--- src/rtl/bmp_pkg.sv ---
// Shared BMP constants, FSM state encoding and row-padding helper.
// Imported by the header ROM and the stream writer.
package bmp_pkg;

   localparam int BMP_HDR_SIZE = 54;
   localparam int BMP_BPP      = 24;
   localparam int BMP_PPM      = 2835;
   localparam int BMP_DIB_SIZE = 40;

   typedef enum logic [2:0] {
      S_IDLE,
      S_HEADER,
      S_PIXEL,
      S_PAD,
      S_DONE
   } bmp_state_t;

   // Zero bytes needed to take a 24-bit row up to a 4-byte boundary.
   function automatic int bmp_row_pad(input int width);
      return (4 - ((3 * width) % 4)) % 4;
   endfunction

endpackage

--- src/rtl/bmp_header_rom.sv ---
// Combinational 54-byte BMP header table for a fixed image size.
// Ports: idx (header byte index 0..53), data (header byte, 0 beyond 53).
module bmp_header_rom
   import bmp_pkg::*;
#(
   parameter int IMG_WIDTH  = 64,
   parameter int IMG_HEIGHT = 32
) (
   input  logic [5:0] idx,
   output logic [7:0] data
);

   localparam int ROW_BYTES = 3 * IMG_WIDTH;
   localparam int STRIDE    = ROW_BYTES + bmp_row_pad(IMG_WIDTH);

   localparam logic [31:0] IMG_SIZE  = 32'(IMG_HEIGHT * STRIDE);
   localparam logic [31:0] FILE_SIZE = 32'(BMP_HDR_SIZE) + IMG_SIZE;
   localparam logic [31:0] W32       = 32'(IMG_WIDTH);
   localparam logic [31:0] H32       = 32'(IMG_HEIGHT);
   localparam logic [31:0] PLN_BPP   = {16'(BMP_BPP), 16'd1};

   logic [5:0]  off;
   logic [31:0] fld;

   // Bytes 2..53 form 13 little-endian words starting at offset 2;
   // planes (26-27) and bpp (28-29) share one word.
   always_comb begin
      off = idx - 6'd2;
      fld = '0;
      case (off[5:2])
         4'd0:    fld = FILE_SIZE;
         4'd2:    fld = 32'(BMP_HDR_SIZE);
         4'd3:    fld = 32'(BMP_DIB_SIZE);
         4'd4:    fld = W32;
         4'd5:    fld = H32;
         4'd6:    fld = PLN_BPP;
         4'd8:    fld = IMG_SIZE;
         4'd9:    fld = 32'(BMP_PPM);
         4'd10:   fld = 32'(BMP_PPM);
         default: fld = '0;
      endcase
      data = fld[{off[1:0], 3'b000} +: 8];
      if (idx == 6'd0)
         data = 8'h42;
      else if (idx == 6'd1)
         data = 8'h4D;
      else if (idx >= 6'(BMP_HDR_SIZE))
         data = 8'h00;
   end

endmodule

--- src/rtl/bmp_stream_writer.sv ---
// Frames FWFT grayscale pixels into a 24-bit BMP byte stream.
// Ports: start pulse, input FIFO (in_*), output FIFO (out_*), busy/done.
module bmp_stream_writer
   import bmp_pkg::*;
#(
   parameter int IMG_WIDTH  = 64,
   parameter int IMG_HEIGHT = 32,
   parameter int DWIDTH     = 8
) (
   input  logic              clock,
   input  logic              reset,
   input  logic              start,
   input  logic [DWIDTH-1:0] in_dout,
   input  logic              in_empty,
   output logic              in_rd_en,
   output logic [7:0]        out_din,
   input  logic              out_full,
   output logic              out_wr_en,
   output logic              busy,
   output logic              done
);

   localparam int PAD   = bmp_row_pad(IMG_WIDTH);
   localparam int COL_W = (IMG_WIDTH > 1) ? $clog2(IMG_WIDTH) : 1;
   localparam int ROW_W = (IMG_HEIGHT > 1) ? $clog2(IMG_HEIGHT) : 1;

   localparam logic [COL_W-1:0] LAST_COL = COL_W'(IMG_WIDTH - 1);
   localparam logic [ROW_W-1:0] LAST_ROW = ROW_W'(IMG_HEIGHT - 1);
   localparam logic [5:0]       LAST_HDR = 6'(BMP_HDR_SIZE - 1);
   localparam logic [1:0]       LAST_PAD = 2'(PAD - 1);

   bmp_state_t       state, state_n;
   logic [5:0]       hidx, hidx_n;
   logic [COL_W-1:0] col, col_n;
   logic [ROW_W-1:0] row, row_n;
   logic [1:0]       bidx, bidx_n;
   logic [1:0]       pidx, pidx_n;
   logic [7:0]       pix_reg, pix_n;
   logic [7:0]       hdr_byte;
   logic [7:0]       pix_in;
   logic             eor;

   assign pix_in = 8'(in_dout);

   bmp_header_rom #(
      .IMG_WIDTH  (IMG_WIDTH),
      .IMG_HEIGHT (IMG_HEIGHT)
   ) u_hdr (
      .idx  (hidx),
      .data (hdr_byte)
   );

   always_ff @(posedge clock or posedge reset) begin
      if (reset) begin
         state   <= S_IDLE;
         hidx    <= '0;
         col     <= '0;
         row     <= '0;
         bidx    <= '0;
         pidx    <= '0;
         pix_reg <= '0;
      end else begin
         state   <= state_n;
         hidx    <= hidx_n;
         col     <= col_n;
         row     <= row_n;
         bidx    <= bidx_n;
         pidx    <= pidx_n;
         pix_reg <= pix_n;
      end
   end

   always_comb begin
      state_n   = state;
      hidx_n    = hidx;
      col_n     = col;
      row_n     = row;
      bidx_n    = bidx;
      pidx_n    = pidx;
      pix_n     = pix_reg;
      out_din   = '0;
      out_wr_en = 1'b0;
      in_rd_en  = 1'b0;
      busy      = 1'b0;
      done      = 1'b0;
      eor       = 1'b0;
      case (state)
         S_IDLE: begin
            if (start) begin
               state_n = S_HEADER;
               hidx_n  = '0;
               col_n   = '0;
               row_n   = '0;
               bidx_n  = '0;
               pidx_n  = '0;
            end
         end
         S_HEADER: begin
            busy      = 1'b1;
            out_din   = hdr_byte;
            out_wr_en = !out_full;
            if (out_wr_en) begin
               if (hidx == LAST_HDR)
                  state_n = S_PIXEL;
               else
                  hidx_n = hidx + 6'd1;
            end
         end
         S_PIXEL: begin
            busy = 1'b1;
            if (bidx == 2'd0) begin
               // Pop only together with the push of the first copy.
               out_wr_en = !out_full && !in_empty;
               in_rd_en  = out_wr_en;
               out_din   = pix_in;
               if (out_wr_en) begin
                  pix_n  = pix_in;
                  bidx_n = 2'd1;
               end
            end else begin
               out_din   = pix_reg;
               out_wr_en = !out_full;
               if (out_wr_en) begin
                  if (bidx == 2'd2) begin
                     bidx_n = 2'd0;
                     if (col == LAST_COL) begin
                        col_n = '0;
                        if (PAD > 0) begin
                           state_n = S_PAD;
                           pidx_n  = '0;
                        end else begin
                           eor = 1'b1;
                        end
                     end else begin
                        col_n = col + 1'b1;
                     end
                  end else begin
                     bidx_n = bidx + 2'd1;
                  end
               end
            end
         end
         S_PAD: begin
            busy      = 1'b1;
            out_wr_en = !out_full;
            if (out_wr_en) begin
               if (pidx == LAST_PAD)
                  eor = 1'b1;
               else
                  pidx_n = pidx + 2'd1;
            end
         end
         S_DONE: begin
            done    = 1'b1;
            state_n = S_IDLE;
         end
         default: state_n = S_IDLE;
      endcase
      if (eor) begin
         if (row == LAST_ROW) begin
            state_n = S_DONE;
         end else begin
            row_n   = row + 1'b1;
            col_n   = '0;
            state_n = S_PIXEL;
         end
      end
   end

endmodule
--- config.mk ---
export PLATFORM = sky130hd
export DESIGN_NAME = bmp_stream_writer
export DESIGN_NICKNAME = d
export VERILOG_FILES = /design/src/rtl/bmp_pkg.sv /design/src/rtl/bmp_header_rom.sv /design/src/rtl/bmp_stream_writer.sv
export SDC_FILE = /design/constraint.sdc
export NUM_CORES = 1
export LEC_CHECK = 0
export CAP_MARGIN = 10
export CORE_MARGIN = 4
export CORE_UTILIZATION = 55
export CTS_CLUSTER_SIZE = 10
export DETAILED_ROUTE_END_ITERATION = 10
export PLACE_DENSITY = 0.78
export SLEW_MARGIN = 20
export SYNTH_ARGS = -nofsm -noshare
export SYNTH_HDL_FRONTEND = slang
export SYNTH_SLANG_ARGS = --single-unit
export TNS_END_PERCENT = 10
--- constraint.sdc ---
create_clock -name clock -period 3.1 [get_ports clock]
set_clock_uncertainty 0.15 [all_clocks]
set_input_delay 0.31 -clock clock [delete_from_list [all_inputs] [get_ports clock]]
set_output_delay 0.31 -clock clock [all_outputs]
set_load 0.01 [all_outputs]
Word-level counts from Yosys, hierarchy flattened
Memory sizes are Yosys's and may differ from the RTL's.
Cells that the tools add are included.
{"block": "totals", "regBits": 32, "latchBits": 0, "ram_bits": 0, "mem_bits_ro": 208, "input_bits": 13, "word_cells": 103, "n_memories": 1}
{"name": "(no name shown)", "words": 16, "width": 13, "read_ports": 1, "rd_clocked_by_memory_dff": 0, "write_ports": 0, "line_no": "bmp_header_rom.sv:30", "rtl": "case (off[5:2])"}
{"block": "op_classes", "addsub": 6, "multipliers": 0, "n_div": 0, "order_cmp": 1, "eq_ne": 21, "shifts": 1, "n_mux": 49, "n_bitwise": 0, "reduce_logical": 17}
{"operator": "$mux 6", "count": 10}
{"operator": "$mux 8", "count": 4}
{"operator": "$shiftx 32x6->8", "count": 1}
{"operator": "$pmux 6 s2", "count": 2}
{"operator": "$mux 5", "count": 4}
{"operator": "$pmux 8 s2", "count": 1}
{"operator": "$reduce_and 4->1", "count": 4}
{"operator": "$mux 3", "count": 5}
{"operator": "$ne 3x3->1 const B", "count": 5}
{"operator": "$mux 2", "count": 7}
{"operator": "$add 6x1->6 const B", "count": 2}
{"operator": "$eq 6x6->1 const B", "count": 2}
{"operator": "$mux 1", "count": 11}
{"operator": "$ne 2x2->1 const B", "count": 5}
{"operator": "$pmux 3 s3", "count": 1}
{"operator": "$pmux 2 s2", "count": 2}
{"operator": "$eq 3x2->1 const B", "count": 2}
{"operator": "$eq 6x1->1 const B", "count": 1}
{"operator": "$ge 6x6->1 const B", "count": 1}
{"operator": "$logic_not 6->1", "count": 1}
{"operator": "$reduce_bool 2->1", "count": 3}
{"operator": "$sub 6x2->6 const B", "count": 1}
{"operator": "$add 5x1->5 const B", "count": 1}
{"operator": "$eq 5x5->1 const B", "count": 1}
{"operator": "13 further kinds", "count": 18}

Logic depth before layout (Yosys ltp)
{"block": "logic_depth", "word_depth": 8, "ltp_mapped": 11, "mapped_depth_nobuf": 10}

Cells and area by module
Synthesis repeated with hierarchy kept, for this count alone.
{"block": "unflattened", "hier_cells": 256, "hier_area_um2": 2339.7}
{"module": "bmp_stream_writer", "instances": 1, "cells_each": 203, "area_each_um2": 1953.1}
{"module": "bmp_header_rom", "instances": 1, "cells_each": 53, "area_each_um2": 386.6}

Least setup slack after synthesis
OpenSTA, ideal clock, no wires.
{"block": "synth_path", "path_type": "reg-to-output", "startpoint": "register hidx[2]", "endpoint": "output port out_din[3]", "arrival_time_ns": 2.220, "required_time_ns": 2.640, "path_slack_ns": 0.420, "path_stages_with_launch": 9, "n_path_buf": 1, "path_cell_list": "dfrtp_1 clkbuf_1 inv_1 ha_1 nor3b_1 xnor2_1 a21oi_1 or3_1 o21ai_0"}
{"block": "synth_via", "elab_chain_len": 7, "elab_cells_between_ends": 10, "cone_classes": "add/sub: 1; order compare: 1; eq/ne: 1; shift: 1; mux: 4; reduce/logical: 1; memory: 1"}
{"element": "from (decl)", "line_no": "bmp_stream_writer.sv:33", "rtl": "logic [5:0] hidx, hidx_n;"}
{"element": "from (signal assigned)", "line_no": "bmp_stream_writer.sv:64", "rtl": "hidx <= hidx_n;"}
{"element": "$sub 6x2->6", "line_no": "bmp_header_rom.sv:28", "rtl": "off = idx - 6'd2;"}
{"element": "$mem_v2 16x13"}
{"element": "$shiftx 32x6->8", "line_no": "bmp_header_rom.sv:42", "rtl": "data = fld[{off[1:0], 3'b000} +: 8];"}
{"element": "$mux 8", "line_no": "bmp_header_rom.sv:47", "rtl": "else if (idx >= 6'(BMP_HDR_SIZE))"}
{"element": "$mux 8", "line_no": "bmp_header_rom.sv:45", "rtl": "else if (idx == 6'd1)"}
{"element": "$mux 8 *", "line_no": "bmp_header_rom.sv:43", "rtl": "if (idx == 6'd0)"}
{"element": "$pmux 8 s2 *", "line_no": "bmp_stream_writer.sv:87", "rtl": "case (state)"}
{"element": "to (decl)", "line_no": "bmp_stream_writer.sv:16", "rtl": "output logic [7:0] out_din,"}
Every way passes the cells marked *; elsewhere a longest branch is shown, timed or not.

Worst setup path in the final report
{"block": "layout_path", "startpoint": "register hidx[1]", "endpoint": "output port out_din[3]"}
The elaborated chain is that of the path after synthesis.

==> impl_results.md <==
- 1st-pass router iterations: 4
- Avg WL per Cell: 15.1 um
- Tot Pwr: 1.78 mW
- Critical path type: register to output pin
- Leakage Power: 1.26 nW
- Tot GR Track Use: 0.223
- Status: finished clean
- Gate power share: 0.446
- R2R cell count: 5
- Worst flop-to-flop path endpoint: row[3]$_DFF_PP0_
- Critical Path Slowest Stage Cell: clkdlybuf4s50_1
- First-pass GRT wire length: 9210 um
- Unrepaired setup endpoints after global routing: true
- CTS tree: yes
- Worst Path Buf+Inv: 3
- Hold Crit Class: input pin to async pin
- Dpl hpwl: 3770 um
- Initial DRC Count: 127
- Dpl ws: 0.163 ns
- Net count after synthesis: 292
- Die footprint: 5210 um2
- Congestion Overflow GR: 0
- # diodes: 0
- Post-synthesis sequential area ratio: 0.353
- Io pins: 25
- Internal power: 1.13 mW
- Endpoints failing setup: 0
- Mapped Avg Cell Area: 8.59 um2
- TritonCTS sink count: 32
- Port Buffer Count: 24
- Clock power share: 0.194
- Max-cap check violation count: 0
- Final Hold Vio Count: 0
- Final GP Congestion: 1.01
- Initial core utilization: 0.567
- Seq. cell area: 802 um2
- Area of the multi-input gates: 1380 um2
- Setup TNS: 0 ns
- Share of layout cells above drive strength 1: 0.139
- Peak VDD IR: 0.394 mV
- Cells after synthesis: 264
- Tcrit/Tclk final: 0.975
- #FFs+latches synth: 32
- Prevailing post-synth register cell: dfrtp_1
- Fin nets: 323
- Flop pwr share: 0.360
- Delay-heaviest family, CP: buffers and inverters
- Post-CTS Setup Inserts: 0
- Fmax: 331 MHz
- Slowest Stage Delay on Critical Path: 0.56 ns
- Post-synth ARST share: 1.00
- Max Root-Sink Buffers: 2
- Reg2Reg Setup Slack: 0.43 ns
- Post-DRT Antenna Nets: 0
- Largest net degree at the start of global routing: 33
- Slew Limit Fails: 0
- Core area: 4000 um2
- Mapped cell area: 2270 um2
- Crit Path Max Fanout: 7
- Die Y: 72.2 um
- Most frequent cells in the layout: nand2_1 (34), dfrtp_1 (31), nor2_1 (28)
- Area Growth Syn to Fin: 20.8%
- Placed Cells: 338
- Req. time, crit path: 2.64 ns
- Critical path capture point type: output pin
- Final Non-Filler Cells: 345
- Crit path capture: out_din[3]
- Initial antenna violation count: 0
- Via count: 2007
- Post-route setup slack: 0.0788 ns
- DRC viols: 0
- Root Driver: clkbuf_8
- Switching Power: 645 uW
- PD cells: 649 nW/um2
- RR Startpoint: state[2]$_DFFE_PP0P_
- Fin Hold WS: 0.256 ns
- Worst skew pair latency: 0.28 ns
- Via count of the first global-routing pass: 2034
- Rows: 23
- Clock-pin transition on the worst setup and hold timing paths: 0.07 ns
- EDFF count, synth: 0
- Utilization after layout: 0.685
- CP Cell Sequence: inv_1 > ha_2 > nor3b_2 > xnor2_2 > buf_4 > mux2i_1 > a221oi_1 > o21ai_0 > clkdlybuf4s50_1
- Die Span X: 72.2 um
- Netlist cell types: 46
- Vias per cell: 5.82
- Num CTS Buffers: 5
- Worst path depth: 9
- CP Data Arrival Time: 2.56 ns
- Commonest non-fill, non-tap cell in the layout: nand2_1
- Crit path time final: 3.02 ns
- Placed inst area: 2610 um2
- Slew headroom: 0.584
- CP startpoint: hidx[1]$_DFFE_PP0P_
- Tightest Pin Transition: 0.619 ns
- H-tree depth: 2
- Filler cell count: 348
- Warnings, synthesis: 0
- Worst setup SP type: register
- DRT Wirelength: 5200 um
- Post-Layout Inst Area: 2740 um2
- Max FFs per register: 8
- Sw Share: 0.363
how the worst min path moves through the flow:
stage | depth (start not counted) | to | slack, ns | start
final | 3 | col[5]$_DFF_PP0_ | 0.26 | reset
after global routing | 3 | col[5]$_DFF_PP0_ | 0.32 | reset
after CTS | 3 | col[5]$_DFF_PP0_ | 0.28 | reset
after detailed placement | 1 | row[2]$_DFF_PP0_ | 0.34 | row[2]$_DFF_PP0_
after global placement | 1 | row[2]$_DFF_PP0_ | 0.33 | row[2]$_DFF_PP0_
after floorplan | 1 | bidx[0]$_DFFE_PP0P_ | 0.28 | reset
Yosys cell counts, types with 4 or more instances:
master | n | share of area
mux2i_1 | 11 | 0.049
nor3_1 | 5 | 0.011
ha_1 | 15 | 0.083
a21oi_1 | 10 | 0.022
nor2_1 | 29 | 0.048
o22ai_1 | 6 | 0.017
a31oi_1 | 4 | 0.011
clkbuf_1 | 10 | 0.017
nand3_1 | 5 | 0.011
a211oi_1 | 4 | 0.013
mux2_2 | 10 | 0.050
nor3b_1 | 4 | 0.013
o21ai_0 | 12 | 0.026
dfrtp_1 | 32 | 0.35
nand2_1 | 34 | 0.056
a311oi_1 | 4 | 0.015
inv_1 | 15 | 0.025
xnor2_1 | 4 | 0.015
kinds of logic after synthesis:
logic type | count (synthesis) | synth area share
adder cells (fa/ha/maj) | 15 | 0.0828
AO/OA/AOI/OAI | 61 | 0.183
buffers and inverters | 28 | 0.0502
AND/OR/NAND/NOR | 102 | 0.214
multiplexers | 21 | 0.0982
flip-flops | 32 | 0.353
XOR/XNOR | 5 | 0.0193
power by group through the flow:
stage / Combinational [mW] / Clock (mW) / Sequential (mW)
finish: 0.793 / 0.344 / 0.641
global route: 0.880 / 0.368 / 0.661
CTS: 0.801 / 0.347 / 0.638
detailed placement: 0.800 / 0 / 0.644
global placement: 0.776 / 0 / 0.636
floorplan: 0.542 / 0 / 0.600
metal layers:
metal | routed length, um | part of all wire | up-vias | global-route usage
met5 | 0 | 0 | - | 0
met4 | 30 | 0.0058 | 0 | 0.0585
met3 | 229 | 0.044 | 2 | 0.0512
met2 | 2520 | 0.49 | 43 | 0.370
met1 | 2410 | 0.46 | 960 | 0.292
li1 | - | - | 1002 | -
layout make-up:
class                      instances  share of cell area
clock buffer                       7              0.0352
inverter                          15              0.0206
tap                               50              0.0228
timing repair buffer              37               0.126
multi-input combinational        204               0.503
sequential                        32               0.293
repair_timing:
| item | CTS | global route |
|---|---|---|
| resized for setup | 3 | 7 |
| pin swaps | 0 | 0 |
| setup endpoints to repair | 3 | 6 |
| hold buffers | 0 | 0 |
tightest hold or removal path, cell delays in order:
cell and delay, ns:
clkdlybuf4s50_1 0.40, inv_1 0.05, buf_4 0.35
Power figures use the tool's default switching activity.
==> RTL change: new RTL, same flow settings <==
Take the reset off `pix_reg` and load it in a clocked block of its own.
--- a/src/rtl/bmp_stream_writer.sv
+++ b/src/rtl/bmp_stream_writer.sv
@@ -60,3 +60,2 @@
          pidx    <= '0;
-         pix_reg <= '0;
       end else begin
@@ -68,4 +67,7 @@
          pidx    <= pidx_n;
-         pix_reg <= pix_n;
       end
+   end
+
+   always_ff @(posedge clock) begin
+      pix_reg <= pix_n;
    end
Check against the original RTL: same outputs for any inputs over 10 cycles, from zero or initial values and one cycle with reset high; that may be too few to reach the edited logic, so the function may still have changed.
==> RTL change against the unedited design <==
- cell area grew 0.32%
- sequential cell count is the same
- synthesized cell count shrank 2.3%
- final cell count shrank 2.3%
- hold slack gained 0.082 ns
- area after synthesis shrank 0.72%
- setup slack gained 0.10 ns
- routed wire length grew 4.6%
- critical path type unchanged
- largest cell class unchanged
Power is not compared: it rests on default switching activity, and its combinational part moved more than twofold at a synthesized area within 25%.
==> RTL change: results (changes against the unedited design) <==
- The run finished with clean final reports.
- The count of different cell masters after synthesis was 55 (+20%).
- The number of instances in the synthesized netlist came to 258 (-2.3%).
- The final weighted congestion in routability-driven placement is 0.902 (-11%).
* Number of buffers on the longest clock path: 2 (unchanged)
- The critical-path maximum fanout came to 8 (+1).
- The initial detailed-routing violation count came to 168 (+32%).
- Via total after detailed routing: 2,107 (+5.0%)
- Number of gates given a new drive strength after cts: 5 (+2)
- The antenna cell count was 0 (unchanged).
- I/O Buffers: 24 (unchanged)
- The sequential element share of the synthesized area was 37.4% (+2.0 points).
* Nets in the synthesized netlist: 286 (-2.1%)
* Number of global-route vias before repair: 1,957 (-3.8%)
- Class of the worst hold path: flop to flop
- The pin count of the biggest net entering global routing is 25 (-24%).
* Async set-or-reset flop fraction in the synthesized netlist: 75.0% (-25 points)
- Post-synth EDFFs: 8 (+8)
- The cell total after placement came to 329 (-2.7%).
- The arrival time at the worst endpoint is 2.46 ns (-0.10 ns).
- DPL Wire Length: 3.98 mm (+5.6%)
* Final Net Count: 316 (-2.2%)
- The wire length of the first global-routing pass came to 9.03 mm (-2.0%).
* Final wirelength: 5.43 mm (+4.6%)
* Fraction of final layout cells sized beyond drive strength 1: 11.4% (-2.5 points)
* Critical path startpoint: hidx[1]
* Number of synthesis warnings: 0 (unchanged)
- Least-Margin Pin Slew: 0.931 ns (+0.312 ns)
- In the post-synthesis netlist, the biggest area contributors are sky130_fd_sc_hd__dfrtp_1, sky130_fd_sc_hd__edfxtp_1, sky130_fd_sc_hd__ha_1.
* Length of the first detailed-routing pass in iterations: 6 (+2)
* Top cell types by occurrence after synthesis: sky130_fd_sc_hd__nand2_1, sky130_fd_sc_hd__dfrtp_1, sky130_fd_sc_hd__nor2_1
* Total global routing track utilization: 21.8% (-0.43 points)
- The final-layout fill cell count was 301 (-14%).
* Final cell count without fillers: 337 (-2.3%)
[RTL change: area by class of cell]
class | count | area share [%]
inverter | 10 | 1.37
clock buffer | 6 | 2.64
sequential | 32 | 30.6
clock inverter | 2 | 1.28
tap | 48 | 2.19
timing repair buffer | 38 | 12.7
multi-input combinational | 201 | 49.3
[RTL change: final timing paths]
| check | slack [ns] | cells past startpoint | end |
|---|---|---|---|
| max in group asynchronous | 1.83 | 2 | hidx[5] |
| setup reg to reg | 0.60 | 5 | row[2] |
| setup / recovery | 0.18 | 9 | out_din[3] |
| hold / removal | 0.34 | 1 | row[2] |
| min in group asynchronous | 0.38 | 2 | row[0] |
| hold reg to reg | 0.34 | 1 | row[2] |
[RTL change: cell families (layout without fill, tap and decap cells)]
family          after synthesis  in the layout  synth area share (%)
compound gates               65             65                  19.0
xor+xnor                      4              4                  1.56
fa+ha+maj                    15             15                  8.34
buf+inv                      25             56                  4.61
flops                        32             32                  37.4
mux                          13             13                  5.84
simple gates                104            104                  23.3
[RTL change: per-stage QoR]
step	cell area (µm²)	power (mW)	setup WS (ns)	hold slack, ns
floorplan	2250	0.613	0.172	0.175
global placement	2600	0.705	0.0633	0.332
detailed placement	2600	0.711	0.000374	0.333
CTS	2710	1.10	-0.138	0.342
global route	2750	1.14	0.0388	0.389
finish	2750	1.09	0.179	0.338
[RTL change: per-layer routing]
layer  GRT usage (%)  wire [µm]
met5               0          0
met4            5.64         67
met3            4.29        268
met2            37.4       2700
met1            28.2       2400
[RTL change: power breakdown]
| group | internal (mW) | switching (mW) |
|---|---|---|
| registers | 0.465 | 0.0321 |
| clock network | 0.238 | 0.157 |
| logic | 0.102 | 0.0938 |
[RTL change: worst max-delay path, cell delays in order (launching register included)]
cell and delay (ns):
sky130_fd_sc_hd__dfrtp_1 0.39, sky130_fd_sc_hd__inv_2 0.08, sky130_fd_sc_hd__ha_4 0.16, sky130_fd_sc_hd__or3b_2 0.49, sky130_fd_sc_hd__xnor2_1 0.15, sky130_fd_sc_hd__buf_4 0.18, sky130_fd_sc_hd__nor2_1 0.05, sky130_fd_sc_hd__a221oi_1 0.30
sky130_fd_sc_hd__o21ai_0 0.10, sky130_fd_sc_hd__dlygate4sd2_1 0.29
